--- src/rtl/cordic_pkg.sv ---
// Shared constants and float field layout for the CORDIC front end, core and back end.
// Pure declarations: no latency, no flow control.
package cordic_pkg;
    localparam int Z_W    = 22;
    localparam int Z_FRAC = 20;

    localparam int FLT_W = 32;
    localparam int EXP_W = 8;
    localparam int MAN_W = 23;
    localparam int SIG_W = MAN_W + 1;

    localparam logic [EXP_W-1:0] EXP_BIAS = 8'd127;
    localparam logic [EXP_W-1:0] EXP_MIN  = 8'd106;
    localparam logic [EXP_W-1:0] EXP_MAX  = 8'd255;
    localparam logic [Z_W-1:0]   ONE_Q    = 22'h100000;

    // Right-shift distance for a normal value is SHIFT_BASE - exponent.
    localparam logic [EXP_W-1:0] SHIFT_BASE = EXP_BIAS + 8'(MAN_W - Z_FRAC);

    typedef enum logic [2:0] {
        CLS_ZERO,
        CLS_NORM,
        CLS_ONE,
        CLS_SAT,
        CLS_NAN
    } cls_t;
endpackage

--- src/rtl/cordic_align_shift.sv ---
// Right-shifts a float significand and rounds to nearest, ties away from zero.
// Purely combinational; no flow control.
module cordic_align_shift
    import cordic_pkg::*;
#(
    parameter int OUT_W = 22
) (
    input  logic [SIG_W-1:0] sig,
    input  logic [4:0]       shamt,
    output logic [OUT_W-1:0] mag
);
    // An extra guard bit below the LSB catches the last bit shifted out.
    logic [SIG_W:0] ext;

    assign ext = {sig, 1'b0} >> shamt;
    assign mag = OUT_W'(ext[SIG_W:1]) + OUT_W'(ext[0]);
endmodule

--- src/rtl/cordic_float_to_fixed.sv ---
// Converts an IEEE-754 single angle to Q2.20 fixed point for the CORDIC core; 3 enabled cycles.
// No backpressure: one conversion per enabled cycle, clk_en=0 freezes the whole pipe.
module cordic_float_to_fixed #(
    parameter int Z_W    = cordic_pkg::Z_W,
    parameter int Z_FRAC = cordic_pkg::Z_FRAC
) (
    input  logic                      clk,
    input  logic                      reset_n,
    input  logic                      clk_en,
    input  logic                      start,
    input  logic [31:0]               dataa,
    input  logic                      cos,
    output logic [Z_W-1:0]            z_out,
    output logic                      z_valid,
    output logic                      cos_out,
    output logic                      range_err
);
    import cordic_pkg::*;

    localparam logic [Z_W-1:0] ONE_FIX = Z_W'(1) << Z_FRAC;

    logic [EXP_W-1:0] exp_in;
    logic [MAN_W-1:0] man_in;
    cls_t             cls_d;

    assign exp_in = dataa[30:23];
    assign man_in = dataa[22:0];

    always_comb begin
        cls_d = CLS_ZERO;
        if (exp_in == EXP_MAX)
            cls_d = (man_in != '0) ? CLS_NAN : CLS_SAT;
        else if (exp_in > EXP_BIAS)
            cls_d = CLS_SAT;
        else if (exp_in == EXP_BIAS)
            cls_d = (man_in == '0) ? CLS_ONE : CLS_SAT;
        else if (exp_in >= EXP_MIN)
            cls_d = CLS_NORM;
    end

    // S1: unpack and classify
    logic             v1, sign1, cos1;
    cls_t             cls1;
    logic [EXP_W-1:0] exp1;
    logic [SIG_W-1:0] sig1;

    always_ff @(posedge clk or negedge reset_n) begin
        if (!reset_n) begin
            v1    <= 1'b0;
            sign1 <= 1'b0;
            cos1  <= 1'b0;
            cls1  <= CLS_ZERO;
            exp1  <= '0;
            sig1  <= '0;
        end else if (clk_en) begin
            v1 <= start;
            if (start) begin
                sign1 <= dataa[31];
                cos1  <= cos;
                cls1  <= cls_d;
                exp1  <= exp_in;
                sig1  <= {1'b1, man_in};
            end
        end
    end

    // S2: align and round
    logic [4:0]     shamt;
    logic [Z_W-1:0] shift_mag, mag_d;

    assign shamt = 5'(SHIFT_BASE - exp1);

    cordic_align_shift #(.OUT_W(Z_W)) u_align (
        .sig   (sig1),
        .shamt (shamt),
        .mag   (shift_mag)
    );

    always_comb begin
        mag_d = '0;
        case (cls1)
            CLS_NORM:         mag_d = shift_mag;
            CLS_ONE, CLS_SAT: mag_d = ONE_FIX;
            default:          mag_d = '0;
        endcase
    end

    logic           v2, sign2, cos2, err2;
    logic [Z_W-1:0] mag2;

    always_ff @(posedge clk or negedge reset_n) begin
        if (!reset_n) begin
            v2    <= 1'b0;
            sign2 <= 1'b0;
            cos2  <= 1'b0;
            err2  <= 1'b0;
            mag2  <= '0;
        end else if (clk_en) begin
            v2 <= v1;
            if (v1) begin
                sign2 <= sign1;
                cos2  <= cos1;
                err2  <= (cls1 == CLS_SAT) || (cls1 == CLS_NAN);
                mag2  <= mag_d;
            end
        end
    end

    // S3: apply sign; outputs only move when a token lands
    always_ff @(posedge clk or negedge reset_n) begin
        if (!reset_n) begin
            z_valid   <= 1'b0;
            z_out     <= '0;
            cos_out   <= 1'b0;
            range_err <= 1'b0;
        end else if (clk_en) begin
            z_valid <= v2;
            if (v2) begin
                z_out     <= sign2 ? -mag2 : mag2;
                cos_out   <= cos2;
                range_err <= err2;
            end
        end
    end
endmodule

--- config.mk ---
export PLATFORM = sky130hd
export DESIGN_NAME = cordic_float_to_fixed
export DESIGN_NICKNAME = d
export VERILOG_FILES = /design/src/rtl/cordic_pkg.sv /design/src/rtl/cordic_align_shift.sv /design/src/rtl/cordic_float_to_fixed.sv
export SDC_FILE = /design/constraint.sdc
export NUM_CORES = 1
export LEC_CHECK = 0
export ABC_AREA = 1
export BUFFER_PORTS_ARGS = -buffer_cell sky130_fd_sc_hd__buf_4
export CAP_MARGIN = 20
export CORE_ASPECT_RATIO = 0.9
export CORE_MARGIN = 2
export CORE_UTILIZATION = 35
export DETAILED_ROUTE_END_ITERATION = 10
export GPL_ROUTABILITY_DRIVEN = 1
export PLACE_DENSITY = 0.58
export SYNTH_ARGS = -nofsm -noshare
export SYNTH_HDL_FRONTEND = slang
export SYNTH_SLANG_ARGS = --single-unit
--- constraint.sdc ---
create_clock -name clk -period 3.9 [get_ports clk]
set_input_delay 0.78 -clock clk [delete_from_list [all_inputs] [get_ports clk]]
set_output_delay 0.78 -clock clk [all_outputs]
set_load 0.01 [all_outputs]
==> results of run 1 <==
## stage by stage
step | util [%] | total power [uW] | setup WS, ns
finish | 40.6 | 3760 | 0.637
global route | 40.6 | 4060 | 0.234
CTS | 40.4 | 3780 | 0.666
detailed placement | 38.6 | 2900 | 0.656
global placement | 38.6 | 2900 | 0.706
floorplan | - | 2400 | 0.954
## report_power, final
group / internal [uW] / switching (uW) / leakage [uW]
Sequential: 1090 / 137 / 0.00110
Combinational: 604 / 1060 / 0.00207
Clock: 498 / 367 / 0.000139
Total: 2190 / 1570 / 0.00330
## cell families after synthesis
family,share of synthesized area (%)
adders and majority gates,0.848
xor gates and xnor gates,2.97
and+or+nand+nor,40.2
DFF,36.5
AOI/OAI and AO/OA,10.2
buffers and inverters,9.31
## path summary, 6_finish.rpt
path                                        end  cells past startpoint
hold / removal                 cos2$_DFFE_PN0P_                      1
min in group clk            cos_out$_DFFE_PN0P_                      2
hold reg to reg             cos_out$_DFFE_PN0P_                      2
max in group asynchronous   sig1[8]$_DFFE_PN0P_                      2
setup reg to reg           mag2[16]$_DFFE_PN0P_                     18
setup / recovery           mag2[16]$_DFFE_PN0P_                     18
## cell usage after synthesis (2+ instances only)
cell | instances | area, sq um
a21oi_1 | 13 | 65.1
a21oi_2 | 2 | 17.5
a22oi_1 | 2 | 15.0
a31oi_1 | 2 | 12.5
buf_2 | 5 | 25.0
buf_4 | 6 | 45.0
buf_6 | 8 | 90.1
clkbuf_1 | 14 | 52.6
dfrtp_1 | 86 | 2150
ha_1 | 4 | 50.1
inv_1 | 70 | 263
inv_2 | 9 | 33.8
nand2_1 | 234 | 878
nand2_2 | 18 | 113
nand2_4 | 6 | 67.6
nand3_1 | 140 | 701
nand3_2 | 12 | 120
nand4_1 | 14 | 87.6
nor2_1 | 60 | 225
nor2_2 | 3 | 18.8
nor2_4 | 3 | 33.8
nor3_1 | 3 | 15.0
nor4_1 | 5 | 31.3
o211ai_1 | 2 | 15.0
o21ai_0 | 75 | 375
o21ai_1 | 4 | 20.0
o22ai_1 | 2 | 12.5
o31ai_1 | 3 | 22.5
o32ai_1 | 2 | 17.5
or2_2 | 3 | 18.8
xnor2_1 | 2 | 17.5
xor2_1 | 18 | 158
## sequential cells by signal, indices dropped and copies added (netlist names), 3 cells and up
| signal | cells |
|---|---|
| sig1 | 24 |
| mag2 | 22 |
| z_out | 22 |
| exp1 | 5 |
| cls1 | 3 |
## metal layers
| layer | vias up | wire, microns | part of all wire, % |
|---|---|---|---|
| li1 | 2858 | - | - |
| met1 | 2504 | 7430 | 48 |
| met2 | 126 | 7110 | 46 |
| met3 | 23 | 658 | 4.2 |
| met4 | 0 | 315 | 2.0 |
| met5 | - | 0 | 0 |
## critical path, delay by kind of cell (launching register included)
kind | cells | cell delay (ns)
adder cells (fa/ha/maj) | 3 | 0.84
AND/OR/NAND/NOR | 10 | 1.28
AO/OA/AOI/OAI | 2 | 0.23
flip-flops | 1 | 0.42
buffers and inverters | 3 | 0.37
## layout make-up
type,instances,area [sq um],share of cell area (%)
clock buffers,9,225,3.33
clock inverters,6,71.3,1.05
inverters,82,318,4.70
multi-input cells,640,3200,47.3
flip-flops and latches,86,2150,31.8
well taps,211,264,3.90
repair buffers,68,531,7.85
==> results.yml, run 1 <==
run_status:
  status: "finished clean"
sta:
  setup_viol: 0
  relSlewSlack_pct: 62.9
  clock_skew_ns: 0.00616
  tns_ns: 0
  min_period_over_period_pct: 83.7
  fmaxAchievable_ghz: 0.306
  rsz0062_at_grt: "false"
  fin_worst_hold_slack_ns: 0.343
  worst_pin_slew_ns: 0.556
  slew_viol_final: 0
  min_period_ns: 3.26
  final_hold_viol_count: 0
floorplan:
  io-pin-count: 62
  core_sq_mm: 0.0167
  start_util_pct: 35.4
  dieHeight_microns: 127
  dieWidth_microns: 141
  num_rows: 45
  dieArea_sq_mm: 0.0179
min_path:
  hold_class: "in2async"
final_layout:
  final_cell_mix: "234 x nand2_1, 140 x nand3_1, 86 x dfrtp_1"
  drive_above_1_share_pct: 16.4
  mostFrequentLayoutCell: "nand2_1"
  area_delta_synth_final_pct: 14.6
  layout.nets: 928
  final_area_sq_mm: 0.00676
  finalNonFillerCells: 1102
  final.fill_count: 1763
  antennaDiodeCount: 0
detailed_routing:
  avgRoutedWirePerCell_microns: 14.1
  vias_per_cell: 5.00
  route.detailed.drc: 0
  vias: 5511
  dr.pass1.iters: 5
  dr.first_iter.drc_count: 385
  ant_nets: 0
  routed_wl_microns: 15500
clocking:
  htree_levels: 3
  tritoncts: "yes"
  cts.sinks: 86
  numCtsBuffers: 9
  post_cts_resized: 0
  cts_setup_buffers: 0
  cts_buffer_depth: 2
  holdBufCountCts: 0
  cts_root_buffer: "clkbuf_16"
  clock_latency_ns: 0.34
  clkTransAtPathRegs_ns: 0.07
worst_setup_path:
  crit_path_top_delay_cell: "dfrtp_1"
  slowest_delay_ns: 0.42
  setup.worst_path.end_class: "flip-flop"
  arrival_ns: 3.49
  r2r_slack_ns: 0.64
  reg2reg_from: "exp1[1]$_DFFE_PN0P_"
  worstSetupPathType: "reg2reg"
  startpoint_type: "flip-flop"
  path_cells: "ha_1 > buf_4 > nand3_1 > nand3_1 > nand2_1 > inv_1 > nor2_1 > inv_1 > o21ai_0 > ha_1 > ha_1 > nand3_1 > nor2_2 > nand2_2 > nor2_4 > nand4_1 > nand3_1 > o21ai_1"
  path_max_fanout: 25
  startpoint: "exp1[1]$_DFFE_PN0P_"
  crit_top_cell: "nand3_1"
  cp_data_required_time_ns: 4.13
synth:
  ys_ff_latch: 86
  synth-seq-area-share_pct: 36.5
  syn-instance-count: 843
  syn_nets: 884
  synthArstFlopShare_pct: 100
  syn_avg_cell_area_sq_um: 7.00
  synth_warnings: 0
  synthDistinctLibCells: 45
  synth_edf_count: 0
  synth_area_sq_mm: 0.00590
  synthFlopType: "dfrtp_1"
power_and_ir_drop:
  ir_drop_mv: 0.230
  leakagePower_uw: 0.00330
  power.density_mw_per_mm2: 556
grt:
  grt_use_met1_pct: 24.2
  gr-usage-met3_pct: 3.52
  grt.overflow.total: 0
  antenna_found_initial: 0
  grt_usage_pct: 18.1
  grt_use_met2_pct: 29.3
  grt_start_max_net_pins: 87
  grt_pass1_wl_microns: 26200
  busiest_layer: "met2"
  grt_pass1_vias: 5187
job:
  cap_violations: 0
place:
  port_buffers: 61
  postPlaceCellArea_sq_mm: 0.00644
  hpwlAfterDp_microns: 11800
  gp_congestion: 0.939
  place_inst: 1086
Note: power is estimated with default switching activity, not from simulation.
==> inputs of run 2 (changes only) <==
--- a/config.mk
+++ b/config.mk
@@ -13,7 +13,7 @@
 export CORE_UTILIZATION = 35
 export DETAILED_ROUTE_END_ITERATION = 10
 export GPL_ROUTABILITY_DRIVEN = 1
-export PLACE_DENSITY = 0.58
+export PLACE_DENSITY = 0.6
 export SYNTH_ARGS = -nofsm -noshare
 export SYNTH_HDL_FRONTEND = slang
 export SYNTH_SLANG_ARGS = --single-unit
==> constraint.sdc (replaced) <==
create_clock -name clk -period 2.9 [get_ports clk]
set_input_delay 0.58 -clock clk [delete_from_list [all_inputs] [get_ports clk]]
set_output_delay 0.58 -clock clk [all_outputs]
set_load 0.01 [all_outputs]
==> run 2 against run 1 <==
Register-to-register slack got worse by 0.48 ns. Highest routed layer unchanged. Flip-flop and latch count did not move. Clock power rose by 40%. First-iteration DRC count rose by 2.9%.
==> results.yml, run 2 (synthesized netlist as in run 1, its figures left out) <==
clocking:
  cts_buffer_depth: 2
  htree_levels: 3
  clock_latency_ns: 0.35
  clkTransAtPathRegs_ns: 0.07
  tritoncts: "yes"
  numCtsBuffers: 9
  cts_root_buffer: "clkbuf_16"
  cts.sinks: 86
worst_setup_path:
  reg2reg_from: "exp1[0]$_DFFE_PN0P_"
  worstReg2RegEnd: "mag2[13]$_DFFE_PN0P_"
  startpoint: "exp1[0]$_DFFE_PN0P_"
  reg2regPathDepth: 18
  endpoint: "mag2[13]$_DFFE_PN0P_"
  r2r_slack_ns: 0.16
  arrival_ns: 2.99
  cp_data_required_time_ns: 3.14
  startpoint_type: "flip-flop"
  setup.worst_path.end_class: "flip-flop"
  worstSetupPathType: "reg2reg"
  path_max_fanout: 13
power_and_ir_drop:
  p_sw_share_pct: 41.4
  ir_drop_mv: 0.322
  p_comb_share_pct: 46.2
  clockPowerShare_pct: 22.7
  pwr-share-seq_pct: 31.0
  power_switching_uw: 2200
  power.density_mw_per_mm2: 749
  p_int_uw: 3110
  leakagePower_uw: 0.00347
sta:
  fin_worst_hold_slack_ns: 0.208
  setup_viol: 0
  slew_viol_final: 0
  fmaxAchievable_ghz: 0.364
  min_period_ns: 2.74
  min_period_over_period_pct: 94.6
  worst_pin_slew_ns: 0.533
  final_hold_viol_count: 0
  relSlewSlack_pct: 64.5
  clock_skew_ns: 0.00945
final_layout:
  final_area_sq_mm: 0.00709
  finalNonFillerCells: 1123
  antennaDiodeCount: 0
  final.fill_count: 1779
  layout.nets: 948
  area_delta_synth_final_pct: 20.1
  largest-register: "sig1"
  reg_top3: "sig1 (24), mag2 (22), z_out (22)"
  final_util_pct: 42.5
  largest_reg_flops: 24
  final_cell_mix: "233 x nand2_1, 138 x nand3_1, 86 x dfrtp_1"
  mostFrequentLayoutCell: "nand2_1"
  drive_above_1_share_pct: 19.5
place:
  place_inst: 1102
  postPlaceCellArea_sq_mm: 0.00664
  gp_congestion: 0.967
  port_buffers: 61
  hpwlAfterDp_microns: 11900
detailed_routing:
  dr.pass1.iters: 5
  routed_wl_microns: 15700
  ant_nets: 0
  vias_per_cell: 5.09
  avgRoutedWirePerCell_microns: 14.0
  dr.first_iter.drc_count: 396
  route.detailed.drc: 0
  vias: 5715
floorplan:
  core_sq_mm: 0.0167
  num_rows: 45
  dieWidth_microns: 141
  io-pin-count: 62
  dieArea_sq_mm: 0.0179
  dieHeight_microns: 127
  start_util_pct: 35.4
job:
  cap_violations: 0
min_path:
  hold_class: "in2async"
grt:
  grt_usage_pct: 18.6
  grt_pass1_vias: 5595
  grt.overflow.total: 0
  antenna_found_initial: 0
  grt_start_max_net_pins: 54
  grt_pass1_wl_microns: 27200
run_status:
  status: "finished clean"
==> run 2: cell types whose count changed in the layout (fill, tap and decap cells not counted), sizes merged <==
cell,change
buf,+19
clkbuf,+1
inv,+1
==> run 2: power groups by stage <==
stage | sequential [uW] | combinational (uW) | clock [uW]
floorplan | 1700 | 1540 | 0
global placement | 1660 | 2330 | 0
detailed placement | 1670 | 2340 | 0
CTS | 1640 | 2350 | 1240
global route | 1680 | 2780 | 1280
finish | 1650 | 2450 | 1210
==> run 2: how the worst min path moves through the flow <==
stage                           startpoint                    end  depth (start not counted)
after floorplan                    reset_n    cls1[0]$_DFFE_PN0P_                          0
after global placement    cos2$_DFFE_PN0P_    cos_out$_DFFE_PN0P_                          2
after detailed placement  cos2$_DFFE_PN0P_    cos_out$_DFFE_PN0P_                          2
after CTS                          reset_n  z_out[12]$_DFFE_PN0P_                          1
after global routing               reset_n  z_out[12]$_DFFE_PN0P_                          1
final                              reset_n  range_err$_DFFE_PN0P_                          1
==> run 2: area by class of cell <==
| class | instances | area (sq um) | share of cell area, % |
|---|---|---|---|
| multi-input cells | 640 | 3280 | 46.2 |
| repair buffers | 88 | 767 | 10.8 |
| inverters | 82 | 320 | 4.52 |
| well taps | 211 | 264 | 3.72 |
| clock inverters | 7 | 81.3 | 1.15 |
| flip-flops and latches | 86 | 2150 | 30.4 |
| clock buffers | 9 | 225 | 3.18 |
==> run 2: metrics by stage <==
stage / total power [uW] / setup slack, ns / setup TNS, ns
after floorplan: 3250 / 0.0229 / 0
after global placement: 4000 / 0.101 / 0
after detailed placement: 4000 / 0.0560 / 0
after CTS: 5240 / 0.0452 / 0
after global routing: 5740 / -0.0322 / -0.0832
final: 5310 / 0.156 / 0
==> run 2: metal layers <==
| metal | wire [microns] | up-vias | global-route usage, % |
|---|---|---|---|
| met5 | 0 | - | 0 |
| met1 | 7510 | 2645 | 25.2 |
| met3 | 685 | 26 | 3.22 |
| li1 | - | 2901 | - |
| met2 | 7210 | 143 | 30.2 |
| met4 | 334 | 0 | 6.59 |
==> run 2: critical path, stage by stage (launching register included) <==
cell	delay [ns]
dfrtp_1	0.43
ha_4	0.30
inv_2	0.09
buf_6	0.16
nand3_1	0.11
nand3_1	0.12
nand3_1	0.08
nand3_1	0.15
o21ai_2	0.13
ha_4	0.18
buf_6	0.11
inv_1	0.03
nor2_1	0.08
and2_4	0.17
nand2_4	0.06
nor3_4	0.20
nand2_1	0.09
nand3_2	0.08
nand2_1	0.05
==> run 2: timing repair <==
item                                    in CTS  in global routing
endpoints found under the setup margin       0                 16
resized for setup                            0                 21
hold endpoints to repair                     0                  0
hold buffers                                 0                  0
setup buffers                                0                  4
